[src/rtl/stream_pkg.sv]
// Shared stream width-conversion types and lane-mask helpers used by the
// upsizer/downsizer pair.
package stream_pkg;

   localparam int T_DATA_WIDTH_DEF = 4;
   localparam int T_DATA_RATIO_DEF = 2;
   localparam int MAX_RATIO        = 32;

   typedef logic [T_DATA_WIDTH_DEF-1:0] lane_t;
   typedef logic [T_DATA_RATIO_DEF-1:0] keep_t;
   typedef logic [MAX_RATIO-1:0]        mask_ext_t;

   // Returns 0 for an empty mask; callers gate on a non-zero mask.
   function automatic int unsigned lowest_set_idx(input mask_ext_t mask);
      int unsigned idx;
      idx = 0;
      for (int i = MAX_RATIO - 1; i >= 0; i--) begin
         if (mask[i]) idx = unsigned'(i);
      end
      return idx;
   endfunction

   function automatic logic is_onehot(input mask_ext_t mask);
      return (mask != '0) && ((mask & (mask - mask_ext_t'(1))) == '0);
   endfunction

endpackage

[src/rtl/stream_lane_sel.sv]
// Picks the next lane to emit from a wide word: the lowest lane still pending
// in the remaining-mask, plus whether it is the only lane left.
module stream_lane_sel
   import stream_pkg::*;
#(
   parameter  int T_DATA_WIDTH = T_DATA_WIDTH_DEF,
   parameter  int T_DATA_RATIO = T_DATA_RATIO_DEF,
   localparam int IDX_W        = $clog2(T_DATA_RATIO)
) (
   input  logic [T_DATA_RATIO-1:0]              mask_i,
   input  logic [T_DATA_WIDTH*T_DATA_RATIO-1:0] data_i,
   output logic [T_DATA_WIDTH-1:0]              lane_data_o,
   output logic [IDX_W-1:0]                     lane_idx_o,
   output logic                                 final_o
);

   mask_ext_t   mask_ext;
   int unsigned idx;

   always_comb begin
      mask_ext    = mask_ext_t'(mask_i);
      idx         = lowest_set_idx(mask_ext);
      lane_idx_o  = IDX_W'(idx);
      lane_data_o = data_i[idx*T_DATA_WIDTH +: T_DATA_WIDTH];
      final_o     = is_onehot(mask_ext);
   end

endmodule

[src/rtl/stream_downsize.sv]
// Wide-to-narrow stream converter: buffers one wide word and emits its kept
// lanes lowest first, refilling on the final beat so words stream without gaps.
module stream_downsize
   import stream_pkg::*;
#(
   parameter int T_DATA_WIDTH = T_DATA_WIDTH_DEF,
   parameter int T_DATA_RATIO = T_DATA_RATIO_DEF
) (
   input  logic                                 clk,
   input  logic                                 rst_n,
   input  logic [T_DATA_WIDTH*T_DATA_RATIO-1:0] s_data_i,
   input  logic [T_DATA_RATIO-1:0]              s_keep_i,
   input  logic                                 s_last_i,
   input  logic                                 s_valid_i,
   output logic                                 s_ready_o,
   output logic [T_DATA_WIDTH-1:0]              m_data_o,
   output logic                                 m_last_o,
   output logic                                 m_valid_o,
   input  logic                                 m_ready_i
);

   localparam int IDX_W = $clog2(T_DATA_RATIO);

   logic [T_DATA_WIDTH*T_DATA_RATIO-1:0] data_q, data_d;
   logic [T_DATA_RATIO-1:0]              mask_q, mask_d;
   logic                                 last_q, last_d;
   logic                                 full_q, full_d;
   logic [T_DATA_WIDTH-1:0]              hold_q, hold_d;

   logic [T_DATA_WIDTH-1:0] lane_data;
   logic [IDX_W-1:0]        lane_idx;
   logic                    lane_final;
   logic                    m_valid;
   logic                    beat_hs;
   logic                    s_ready;
   logic                    word_acc;

   stream_lane_sel #(
      .T_DATA_WIDTH (T_DATA_WIDTH),
      .T_DATA_RATIO (T_DATA_RATIO)
   ) u_lane_sel (
      .mask_i      (mask_q),
      .data_i      (data_q),
      .lane_data_o (lane_data),
      .lane_idx_o  (lane_idx),
      .final_o     (lane_final)
   );

   assign m_valid  = full_q && (mask_q != '0);
   assign beat_hs  = m_valid && m_ready_i;
   // Refill is allowed while the last pending lane is leaving, so no bubble.
   assign s_ready  = !full_q || (beat_hs && lane_final);
   assign word_acc = s_valid_i && s_ready;

   always_comb begin
      data_d = data_q;
      mask_d = mask_q;
      last_d = last_q;
      hold_d = hold_q;
      if (m_valid) hold_d = lane_data;
      if (beat_hs) mask_d = mask_q & ~(T_DATA_RATIO'(1) << lane_idx);
      if (word_acc) begin
         data_d = s_data_i;
         mask_d = s_keep_i;
         last_d = s_last_i;
      end
      // An all-zero keep word leaves nothing to emit, so the buffer stays empty.
      full_d = (mask_d != '0);
   end

   always_ff @(posedge clk or negedge rst_n) begin
      if (!rst_n) begin
         mask_q <= '0;
         last_q <= 1'b0;
         full_q <= 1'b0;
         hold_q <= '0;
      end else begin
         mask_q <= mask_d;
         last_q <= last_d;
         full_q <= full_d;
         hold_q <= hold_d;
      end
   end

   always_ff @(posedge clk) begin
      data_q <= data_d;
   end

   // Idle output repeats the last beat driven rather than following the buffer.
   assign m_data_o  = m_valid ? lane_data : hold_q;
   assign m_last_o  = m_valid && lane_final && last_q;
   assign m_valid_o = m_valid;
   assign s_ready_o = s_ready;

   a_zero_keep_last : assert property (@(posedge clk) disable iff (!rst_n)
      !(word_acc && (s_keep_i == '0) && s_last_i));

endmodule

[config.mk]
export PLATFORM = sky130hd
export DESIGN_NAME = stream_downsize
export DESIGN_NICKNAME = d
export VERILOG_FILES = /design/src/rtl/stream_pkg.sv /design/src/rtl/stream_lane_sel.sv /design/src/rtl/stream_downsize.sv
export SDC_FILE = /design/constraint.sdc
export NUM_CORES = 1
export LEC_CHECK = 0
export ABC_AREA = 1
export CORE_ASPECT_RATIO = 1.1
export CORE_MARGIN = 2
export CORE_UTILIZATION = 25
export CTS_BUF_LIST = sky130_fd_sc_hd__clkbuf_8
export CTS_CLUSTER_SIZE = 25
export DETAILED_ROUTE_END_ITERATION = 6
export GPL_ROUTABILITY_DRIVEN = 1
export HOLD_SLACK_MARGIN = 0.1
export PLACE_DENSITY = 0.49
export SYNTH_ARGS = -nofsm -noshare
export SYNTH_HDL_FRONTEND = slang
export SYNTH_HIERARCHICAL = 1
export SYNTH_SLANG_ARGS = --single-unit
[constraint.sdc]
create_clock -name clk -period 1.8 [get_ports clk]
set_clock_uncertainty 0.05 [all_clocks]
set_input_delay 0.36 -clock clk [delete_from_list [all_inputs] [get_ports clk]]
set_output_delay 0.36 -clock clk [all_outputs]
set_load 0.02 [all_outputs]
# Word-level counts from Yosys, hierarchy flattened
# Cells that the tools add are included.
# W data, S select, Z words.
[word_totals]
ramBits = 0
n_memories = 0
elab_cells = 28
input_bits = 15
ff_bits = 16
mem_bits_ro = 0
latch_bits = 0
[op_classes]
n_lt_le_gt_ge = 0
n_reduce_logical = 12
n_bitwise = 3
shifts = 2
addsub = 1
div_mod_pow = 0
muxes = 5
n_eq_ne = 0
multipliers = 0
[ops]
columns = ["op", "n"]
rows = [
  ["$and A2 B32 Y32", 1],
  ["$logic_not A32 Y1", 1],
  ["$shiftx A8 B4 Y4", 1],
  ["$logic_and A1 B1 Y1", 7],
  ["$mux W2", 2],
  ["$mux W4", 1],
  ["$reduce_bool A2 Y1", 2],
  ["$sub A2 B1 Y3 const B", 1],
  ["$and A2 B2 Y2", 1],
  ["$mux W1", 2],
  ["$not A2 Y2", 1],
  ["$shl A1 B1 Y2 const A", 1],
  ["$logic_not A1 Y1", 1],
  ["$logic_or A1 B1 Y1", 1],
]

# Longest topological paths before layout
# Gate-level depths: netlist of the first run.
[depth]
ltp_word = 9
depth_mapped = 9

# Hierarchy
# The synthesis of the first run kept the hierarchy.
[by_module_without_submodules]
columns = ["module", "n_inst", "seq_area_each_um2", "cells_per_inst", "area_per_inst_um2"]
rows = [
  ["stream_downsize", 1, 440.4, 59, 621.8],
  ["stream_lane_sel", 1, 0.0, 17, 81.3],
]

# Worst setup path after synthesis of the first run
# OpenSTA, ideal clock, no wires.
[synth_timing]
path_kind = "register to register"
from = "register mask_q[0]"
to = "register data_q[0] (enable)"
path_buffers = 0
slack_ns = 0.230
path_stages_with_launch = 8
period_less_slack_ns = 1.570
t_arrival_ns = 1.212
setup_ns = 0.308
path_cell_list = "dfrtp_1 inv_1 ha_1 inv_1 nand4_1 nand2_2 nand2_2 inv_2"
[synth_between]
elab_chain_cells = 7
elab_cells_between_ends = 10
[synth_lines]
columns = ["item", "line", "rtl"]
rows = [
  ["start: declaration", "stream_downsize.sv:25", "logic [T_DATA_RATIO-1:0] mask_q, mask_d;"],
  ["start signal: assignment", "stream_downsize.sv:78", "mask_q <= mask_d;"],
  ["$sub A2 B1 Y3", "stream_pkg.sv:24", "return (mask != '0) && ((mask & (mask - mask_ext_t'(1))) == '0);"],
  ["$and A2 B32 Y32", "stream_pkg.sv:24", ""],
  ["$logic_not A32 Y1", "stream_pkg.sv:24", ""],
  ["$logic_and A1 B1 Y1 (*)", "stream_pkg.sv:24", ""],
  ["via lane_final", "stream_downsize.sv:32", "logic lane_final;"],
  ["$logic_and A1 B1 Y1 (*)", "stream_downsize.sv:52", "assign s_ready = !full_q || (beat_hs && lane_final);"],
  ["$logic_or A1 B1 Y1 (*)", "stream_downsize.sv:52", ""],
  ["via s_ready_o", "stream_downsize.sv:15", "output logic s_ready_o,"],
  ["$logic_and A1 B1 Y1 (*)", "stream_downsize.sv:53", "assign word_acc = s_valid_i && s_ready;"],
  ["via word_acc", "stream_downsize.sv:36", "logic word_acc;"],
  ["end signal: assignment", "stream_downsize.sv:86", "data_q <= data_d;"],
  ["end: declaration", "stream_downsize.sv:24", "logic [T_DATA_WIDTH*T_DATA_RATIO-1:0] data_q, data_d;"],
]
# Mark *: on every way through the listed nets, which the timed path passes. The rest lies on a longest branch.
# A chain may end at the register's enable or synchronous reset.

# Final worst setup path of the first run
[layout_timing]
from = "register mask_q[0]"
to = "output port m_valid_o"
[layout_between]
elab_chain_cells = 2
[layout_lines]
columns = ["item", "line", "rtl"]
rows = [
  ["$reduce_bool A2 Y1", "stream_downsize.sv:49", "assign m_valid = full_q && (mask_q != '0);"],
  ["$logic_and A1 B1 Y1", "stream_downsize.sv:49", ""],
  ["end: declaration", "stream_downsize.sv:18", "output logic m_valid_o,"],
]
# No other way between the ends.

==> impl_metrics.xml, run 1 <==
<?xml version="1.0" encoding="UTF-8"?>
<metrics>
  <group name="run_status">
    <metric name="outcome" unit="">finished clean</metric>
  </group>
  <group name="routing">
    <metric name="detail_route.first_pass.iterations" unit="">4</metric>
    <metric name="routed_wirelength" unit="mm">1.39</metric>
    <metric name="ant_nets" unit="">0</metric>
    <metric name="wl_per_cell" unit="µm">9.85</metric>
    <metric name="route.met2.wl" unit="µm">730</metric>
    <metric name="top_layer" unit="">met4</metric>
    <metric name="drt-vias-per-instance" unit="">4.04</metric>
    <metric name="met3WireLength" unit="µm">64</metric>
    <metric name="route.layer.met1.wl" unit="µm">572</metric>
    <metric name="drc" unit="">0</metric>
    <metric name="dr.first_iter.drc_count" unit="">7</metric>
    <metric name="num_vias" unit="">569</metric>
  </group>
  <group name="timing">
    <metric name="fmaxAchievable" unit="MHz">579</metric>
    <metric name="report.final.slew_viol_count" unit="">0</metric>
    <metric name="setup_ws" unit="ns">0.0726</metric>
    <metric name="worst-slew-pin-transition" unit="ns">0.360</metric>
    <metric name="post-route-min-period" unit="ns">1.73</metric>
    <metric name="relSlewSlack" unit="%">75.9</metric>
    <metric name="finalSetupViolCount" unit="">0</metric>
    <metric name="finalCritPeriodShare" unit="%">96.0</metric>
    <metric name="grt_setup_unrepaired" unit="">false</metric>
    <metric name="setup_total_negative_slack" unit="ns">0</metric>
    <metric name="hold_violations" unit="">0</metric>
  </group>
  <group name="cts">
    <metric name="cts_root_buf" unit="">sky130_fd_sc_hd__clkbuf_8</metric>
    <metric name="worstSkewPairLatency" unit="ns">0.25</metric>
    <metric name="cts_tree" unit="">done</metric>
    <metric name="tritoncts.num_buffers" unit="">3</metric>
    <metric name="htreeDepth" unit="">1</metric>
    <metric name="clock_path_buffers" unit="">2</metric>
    <metric name="cts.sink_count" unit="">16</metric>
    <metric name="clkTransAtPathRegs" unit="ns">0.06</metric>
  </group>
  <group name="floorplan">
    <metric name="std_cell_rows" unit="">20</metric>
    <metric name="chipHeight" unit="µm">59.6</metric>
    <metric name="initial_utilization" unit="%">25.8</metric>
    <metric name="die_footprint" unit="µm²">3250</metric>
    <metric name="chipWidth" unit="µm">54.6</metric>
    <metric name="ioPinCount" unit="">22</metric>
    <metric name="core_region_area" unit="µm²">2730</metric>
  </group>
  <group name="grt">
    <metric name="antenna_violations_before_repair" unit="">0</metric>
    <metric name="grt_use_total" unit="%">10.1</metric>
    <metric name="number_of_global_route_vias_before_repair" unit="">569</metric>
    <metric name="grt_start_max_net_pins" unit="">10</metric>
    <metric name="global_route.overflow_total" unit="">0</metric>
    <metric name="grt_pass1_wl" unit="mm">2.28</metric>
  </group>
  <group name="logic_synthesis">
    <metric name="synth.ff_latch_count" unit="">16</metric>
    <metric name="syn-mean-instance-area" unit="µm²">9.25</metric>
    <metric name="synth.yosys.seq_area_share" unit="%">62.6</metric>
    <metric name="ys.warnings.count" unit="">6</metric>
    <metric name="synth.net_count" unit="">93</metric>
    <metric name="syn_area" unit="µm²">703</metric>
    <metric name="synthCells" unit="">76</metric>
    <metric name="synth.lib_cells_used.distinct" unit="">12</metric>
  </group>
  <group name="setup_path">
    <metric name="start_kind" unit="">register</metric>
    <metric name="crit_required" unit="ns">1.39</metric>
    <metric name="ff2ff_path_depth" unit="">8</metric>
    <metric name="critical_path.reg2reg.endpoint" unit="">data_q[3]$_DFFE_PP_</metric>
    <metric name="type_of_element_capturing_the_critical_path" unit="">output pin</metric>
    <metric name="cp.arrival" unit="ns">1.32</metric>
    <metric name="rr_startpoint" unit="">mask_q[0]$_DFF_PN0_</metric>
    <metric name="flop_to_flop_setup_slack" unit="ns">0.14</metric>
    <metric name="critPathKind" unit="">register to output pin</metric>
    <metric name="crit_fanout" unit="">6</metric>
  </group>
  <group name="power">
    <metric name="total_power" unit="µW">2090</metric>
    <metric name="power.static_leakage" unit="µW">0.000528</metric>
    <metric name="vdd_drop_max" unit="mV">0.979</metric>
    <metric name="power_per_cell_area" unit="nW/µm²">1900</metric>
  </group>
  <group name="placed_design">
    <metric name="buffer_ports.inserted" unit="">21</metric>
    <metric name="dp.final_hpwl" unit="mm">1.06</metric>
    <metric name="gpl.final_weighted_congestion" unit="">0.723</metric>
    <metric name="pre_cts_ws" unit="ns">-0.272</metric>
    <metric name="dp_cell_count" unit="">136</metric>
  </group>
  <group name="final_layout">
    <metric name="nets" unit="">126</metric>
    <metric name="final_cell_count_no_fill" unit="">141</metric>
    <metric name="insertedDiodeCount" unit="">0</metric>
    <metric name="layout-area-overhead-vs-synth" unit="%">56.6</metric>
    <metric name="drive_gt1_share" unit="%">33.3</metric>
    <metric name="post-route-util" unit="%">40.4</metric>
    <metric name="nFillCells" unit="">279</metric>
  </group>
  <group name="run">
    <metric name="drv.max_cap_violation_count" unit="">0</metric>
  </group>
  <group name="min_path">
    <metric name="holdCritPathClass" unit="">input pin to async pin</metric>
  </group>
</metrics>
==> repair_timing <==
item,in CTS,in global routing
gates resized for setup,33,24
buffers inserted,0,1
hold endpoints to repair,0,0
endpoints found under the setup margin,7,7
hold buffers,0,0
pin swaps,0,6
cloned,0,0
==> metal layers <==
metal	vias to the layer above	global-route usage (%)
met5	-	0
met3	2	2.53
met2	17	16.9
li1	293	-
met1	257	11.2
met4	0	6.43
==> placed cells by master (no fill, tap or decap) <==
master,synthesis,routed
sky130_fd_sc_hd__nand2_1,37,30
sky130_fd_sc_hd__clkdlybuf4s50_1,0,14
sky130_fd_sc_hd__nand2_2,4,9
sky130_fd_sc_hd__edfxtp_1,8,8
sky130_fd_sc_hd__dfrtp_1,8,8
sky130_fd_sc_hd__buf_4,0,8
sky130_fd_sc_hd__inv_1,10,7
sky130_fd_sc_hd__buf_6,0,5
sky130_fd_sc_hd__inv_4,0,3
sky130_fd_sc_hd__clkbuf_8,0,3
sky130_fd_sc_hd__nand2_4,0,2
sky130_fd_sc_hd__inv_2,2,2
sky130_fd_sc_hd__nor2_2,1,2
sky130_fd_sc_hd__nand4_1,1,1
sky130_fd_sc_hd__nand3b_1,1,1
sky130_fd_sc_hd__nand3_1,1,1
sky130_fd_sc_hd__clkinv_1,0,1
sky130_fd_sc_hd__buf_2,0,1
sky130_fd_sc_hd__ha_4,0,1
sky130_fd_sc_hd__ha_1,2,1
==> worst max-delay path: stages, from the launching register on <==
cell and delay (ns):
sky130_fd_sc_hd__dfrtp_1 0.39, sky130_fd_sc_hd__buf_4 0.15, sky130_fd_sc_hd__inv_4 0.05, sky130_fd_sc_hd__nand2_4 0.05, sky130_fd_sc_hd__nand2_4 0.11, sky130_fd_sc_hd__inv_4 0.06
sky130_fd_sc_hd__buf_4 0.12, sky130_fd_sc_hd__buf_2 0.14
==> state kept, by name, summed over array words and instances (netlist names) <==
name / flops
hold_q: 4
mask_q: 2
data_q: 8
last_q: 1
full_q: 1
==> worst max-delay path by stage <==
stage                   startpoint             endpoint  slack [ns]  depth (start not counted)
3_3_place_gp             m_ready_i            s_ready_o       -0.27                          4
3_5_place_dp             m_ready_i            s_ready_o       -0.27                          4
6_report       mask_q[0]$_DFF_PN0_            m_valid_o        0.07                          7
4_1_cts        mask_q[0]$_DFF_PN0_            s_ready_o       0.003                          6
5_1_grt        mask_q[0]$_DFF_PN0_          m_data_o[3]       0.003                          8
2_1_floorplan  mask_q[0]$_DFF_PN0_  data_q[0]$_DFFE_PP_        0.23                          7
==> layout make-up <==
cell class	count	area, µm²	area share [%]
inverters	12	52.6	4.77
flip-flops and latches	16	440	40.0
clock buffers	3	41.3	3.75
well taps	33	41.3	3.75
clock inverters	1	3.75	0.341
repair buffers	28	262	23.7
multi-input cells	48	260	23.6
==> synth_stat cells <==
cell type / n / share of area (%)
sky130_fd_sc_hd__nand4_1: 1 / 0.89
sky130_fd_sc_hd__edfxtp_1: 8 / 34
sky130_fd_sc_hd__inv_2: 2 / 1.1
sky130_fd_sc_hd__nand3_1: 1 / 0.71
sky130_fd_sc_hd__nor2_2: 1 / 0.89
sky130_fd_sc_hd__nand2_1: 37 / 20
sky130_fd_sc_hd__nand2_2: 4 / 3.6
sky130_fd_sc_hd__ha_1: 2 / 3.6
sky130_fd_sc_hd__dfrtp_1: 8 / 28
sky130_fd_sc_hd__nand3b_1: 1 / 1.1
sky130_fd_sc_hd__nor2_1: 1 / 0.53
sky130_fd_sc_hd__inv_1: 10 / 5.3
==> per-stage QoR <==
stage | area [µm²] | hold slack [ns]
CTS | 1030 | 0.354
detailed placement | 1000 | 0.419
global route | 1100 | 0.360
floorplan | 703 | 0.0144
global placement | 1000 | 0.413
finish | 1100 | 0.335
==> power breakdown <==
group | leakage (µW) | total, µW | internal [µW] | switching (µW)
registers | 0.000170 | 585 | 527 | 58.4
clock network | 0.0000231 | 272 | 151 | 121
logic | 0.000334 | 1230 | 548 | 686
==> kinds of logic (layout without fill, tap and decap cells) <==
| kind of cell | after synthesis | count (layout) | share of synthesized area (%) |
|---|---|---|---|
| fa+ha+maj | 2 | 2 | 3.56 |
| buf+inv | 12 | 44 | 6.41 |
| flops | 16 | 16 | 62.6 |
| simple gates | 46 | 46 | 27.4 |
Power figures use the tool's default switching activity.
==> run 2, diff against run 1 <==
--- a/constraint.sdc
+++ b/constraint.sdc
@@ -3,3 +3,3 @@
 set_input_delay 0.36 -clock clk [delete_from_list [all_inputs] [get_ports clk]]
 set_output_delay 0.36 -clock clk [all_outputs]
-set_load 0.02 [all_outputs]
+set_load 0.05 [all_outputs]
==> run 2 against run 1 <==
Effect of this change:
- sequential share of layout area is 2.7 points lower
- count of clock-buffer cells in the layout stayed put
- global-route usage is 0.40 points lower
- sequential cell count stayed put
- setup slack worse by 0.026 ns
- first-iteration DRC count is 29% lower
- wire length is 6.3% lower
- hold slack better by 0.0031 ns
==> impl_metrics.xml, run 2 (synthesized netlist as in run 1, its figures left out) <==
<?xml version="1.0" encoding="UTF-8"?>
<metrics>
  <group name="run_status">
    <metric name="outcome" unit="">finished clean</metric>
  </group>
  <group name="setup_path">
    <metric name="crit_fanout" unit="">5</metric>
    <metric name="cp.arrival" unit="ns">1.34</metric>
    <metric name="crit_required" unit="ns">1.39</metric>
    <metric name="critPathKind" unit="">register to output pin</metric>
    <metric name="crit_slowest_cell" unit="">sky130_fd_sc_hd__dfrtp_1</metric>
    <metric name="worst_setup_path_startpoint" unit="">mask_q[1]$_DFF_PN0_</metric>
    <metric name="cp_top_family" unit="">flip-flops</metric>
    <metric name="path_cells" unit="">inv_2, nand2_2, nand2_4, clkinvlp_4, nand2_2, nand2_4, buf_12</metric>
    <metric name="rr_startpoint" unit="">mask_q[1]$_DFF_PN0_</metric>
    <metric name="start_kind" unit="">register</metric>
    <metric name="cp_slowest_stage_delay" unit="ns">0.43</metric>
    <metric name="crit_buf_inv" unit="">3</metric>
    <metric name="type_of_element_capturing_the_critical_path" unit="">output pin</metric>
  </group>
  <group name="cts">
    <metric name="tritoncts.num_buffers" unit="">3</metric>
    <metric name="cts.sink_count" unit="">16</metric>
    <metric name="cts_tree" unit="">done</metric>
    <metric name="htreeDepth" unit="">1</metric>
    <metric name="cts_root_buf" unit="">sky130_fd_sc_hd__clkbuf_8</metric>
    <metric name="clock_path_buffers" unit="">2</metric>
    <metric name="worstSkewPairLatency" unit="ns">0.24</metric>
    <metric name="clkTransAtPathRegs" unit="ns">0.06</metric>
    <metric name="cts_hold_repair.buffers" unit="">0</metric>
  </group>
  <group name="timing">
    <metric name="fmaxAchievable" unit="MHz">570</metric>
    <metric name="relSlewSlack" unit="%">76.4</metric>
    <metric name="worst-slew-pin-transition" unit="ns">0.353</metric>
    <metric name="finalSetupViolCount" unit="">0</metric>
    <metric name="grt_setup_unrepaired" unit="">true</metric>
    <metric name="report.final.slew_viol_count" unit="">0</metric>
    <metric name="post-route-min-period" unit="ns">1.75</metric>
    <metric name="finalCritPeriodShare" unit="%">97.4</metric>
    <metric name="hold_violations" unit="">0</metric>
    <metric name="setup_ws" unit="ns">0.0467</metric>
  </group>
  <group name="final_layout">
    <metric name="regMostFlops" unit="">data_q</metric>
    <metric name="drive_gt1_share" unit="%">37.4</metric>
    <metric name="nFillCells" unit="">271</metric>
    <metric name="final_cell_count_no_fill" unit="">140</metric>
    <metric name="nets" unit="">125</metric>
    <metric name="multi_input_area" unit="µm²">270</metric>
    <metric name="layout_top_registers" unit="">data_q x8, hold_q x4, mask_q x2</metric>
    <metric name="final-seq-area" unit="µm²">440</metric>
    <metric name="highest_count_cells_in_the_layout_ignoring_fill_and_taps" unit="">26 x sky130_fd_sc_hd__nand2_1, 14 x sky130_fd_sc_hd__clkdlybuf4s50_1, 13 x sky130_fd_sc_hd__nand2_2</metric>
    <metric name="insertedDiodeCount" unit="">0</metric>
    <metric name="final_design_instance_area_without_fill" unit="µm²">1180</metric>
    <metric name="layout-area-overhead-vs-synth" unit="%">67.8</metric>
    <metric name="most_common_cell_after_layout_fill_and_taps_aside" unit="">sky130_fd_sc_hd__nand2_1</metric>
    <metric name="largest_register_ff_count" unit="">8</metric>
  </group>
  <group name="run">
    <metric name="drv.max_cap_violation_count" unit="">0</metric>
  </group>
  <group name="routing">
    <metric name="ant_nets" unit="">0</metric>
    <metric name="drc" unit="">0</metric>
    <metric name="wl_per_cell" unit="µm">9.29</metric>
    <metric name="num_vias" unit="">571</metric>
    <metric name="detail_route.first_pass.iterations" unit="">4</metric>
    <metric name="dr.first_iter.drc_count" unit="">5</metric>
    <metric name="routed_wirelength" unit="mm">1.30</metric>
    <metric name="drt-vias-per-instance" unit="">4.08</metric>
  </group>
  <group name="grt">
    <metric name="grt_use_total" unit="%">9.73</metric>
    <metric name="global_route.overflow_total" unit="">0</metric>
    <metric name="antenna_violations_before_repair" unit="">0</metric>
    <metric name="grt_pass1_wl" unit="mm">2.19</metric>
    <metric name="number_of_global_route_vias_before_repair" unit="">533</metric>
    <metric name="grt_start_max_net_pins" unit="">10</metric>
  </group>
  <group name="min_path">
    <metric name="holdCritPathClass" unit="">input pin to async pin</metric>
  </group>
  <group name="floorplan">
    <metric name="core_region_area" unit="µm²">2730</metric>
    <metric name="chipHeight" unit="µm">59.6</metric>
    <metric name="std_cell_rows" unit="">20</metric>
    <metric name="ioPinCount" unit="">22</metric>
    <metric name="die_footprint" unit="µm²">3250</metric>
    <metric name="initial_utilization" unit="%">25.8</metric>
    <metric name="chipWidth" unit="µm">54.6</metric>
  </group>
  <group name="placed_design">
    <metric name="dp_cell_count" unit="">131</metric>
    <metric name="placedInstanceArea" unit="µm²">1040</metric>
    <metric name="dp.final_hpwl" unit="µm">982</metric>
    <metric name="gpl.final_weighted_congestion" unit="">0.727</metric>
    <metric name="buffer_ports.inserted" unit="">21</metric>
    <metric name="pre_cts_ws" unit="ns">0.0957</metric>
  </group>
</metrics>
==> run 2: cell types whose count changed in the layout (fill, tap and decap cells not counted) <==
cell	before	now
sky130_fd_sc_hd__inv_2	2	3
sky130_fd_sc_hd__inv_1	7	6
sky130_fd_sc_hd__buf_4	8	5
sky130_fd_sc_hd__buf_2	1	0
sky130_fd_sc_hd__clkinvlp_4	0	1
sky130_fd_sc_hd__inv_4	3	2
sky130_fd_sc_hd__buf_12	0	7
sky130_fd_sc_hd__nand2_1	30	26
sky130_fd_sc_hd__nand2_2	9	13
sky130_fd_sc_hd__buf_6	5	1
==> run 2: metal layers <==
layer  global-route usage, %  share of wire (%)  up-vias
met5                       0                  0        -
met4                    5.36               0.92        0
met3                    2.27                5.1        2
met2                    15.5                 53       14
met1                    11.9                 41      264
li1                        -                  -      291
==> run 2: worst paths after layout <==
kind | to | slack (ns) | cells after the start
min in group clk | last_q$_DFFE_PN0P_ | 0.46 | 2
max in group asynchronous | hold_q[2]$_DFF_PN0_ | 1.10 | 1
max reg2reg | data_q[6]$_DFFE_PP_ | 0.15 | 7
min | mask_q[0]$_DFF_PN0_ | 0.34 | 1
min reg2reg | last_q$_DFFE_PN0P_ | 0.46 | 2
max | m_data_o[1] | 0.05 | 7
==> run 2: cell type report <==
cell class              instances  area share (%)
flip-flops and latches         16            37.3
clock inverters                 1           0.318
repair buffers                 27            27.9
clock buffers                   3            3.50
well taps                      33            3.50
multi-input cells              48            22.9
inverters                      12            4.56
==> run 2: what timing repair did <==
action	4_1_cts	5_1_grt
pin swaps	1	11
gates resized for setup	7	14
setup endpoints to repair	6	7
buffers inserted	2	3
==> run 2: through the flow <==
stage	setup TNS [ns]	hold slack, ns	utilization, %
finish	0	0.338	43.3
global route	-0.120	0.360	43.3
CTS	0	0.357	41.1
detailed placement	0	0.427	38.1
global placement	0	0.440	38.1
floorplan	0	0.0144	-
Power of run 2 is left out: the tool's default activity adds up to more than one toggle a clock period on the data nets, which glitch-free logic cannot reach.
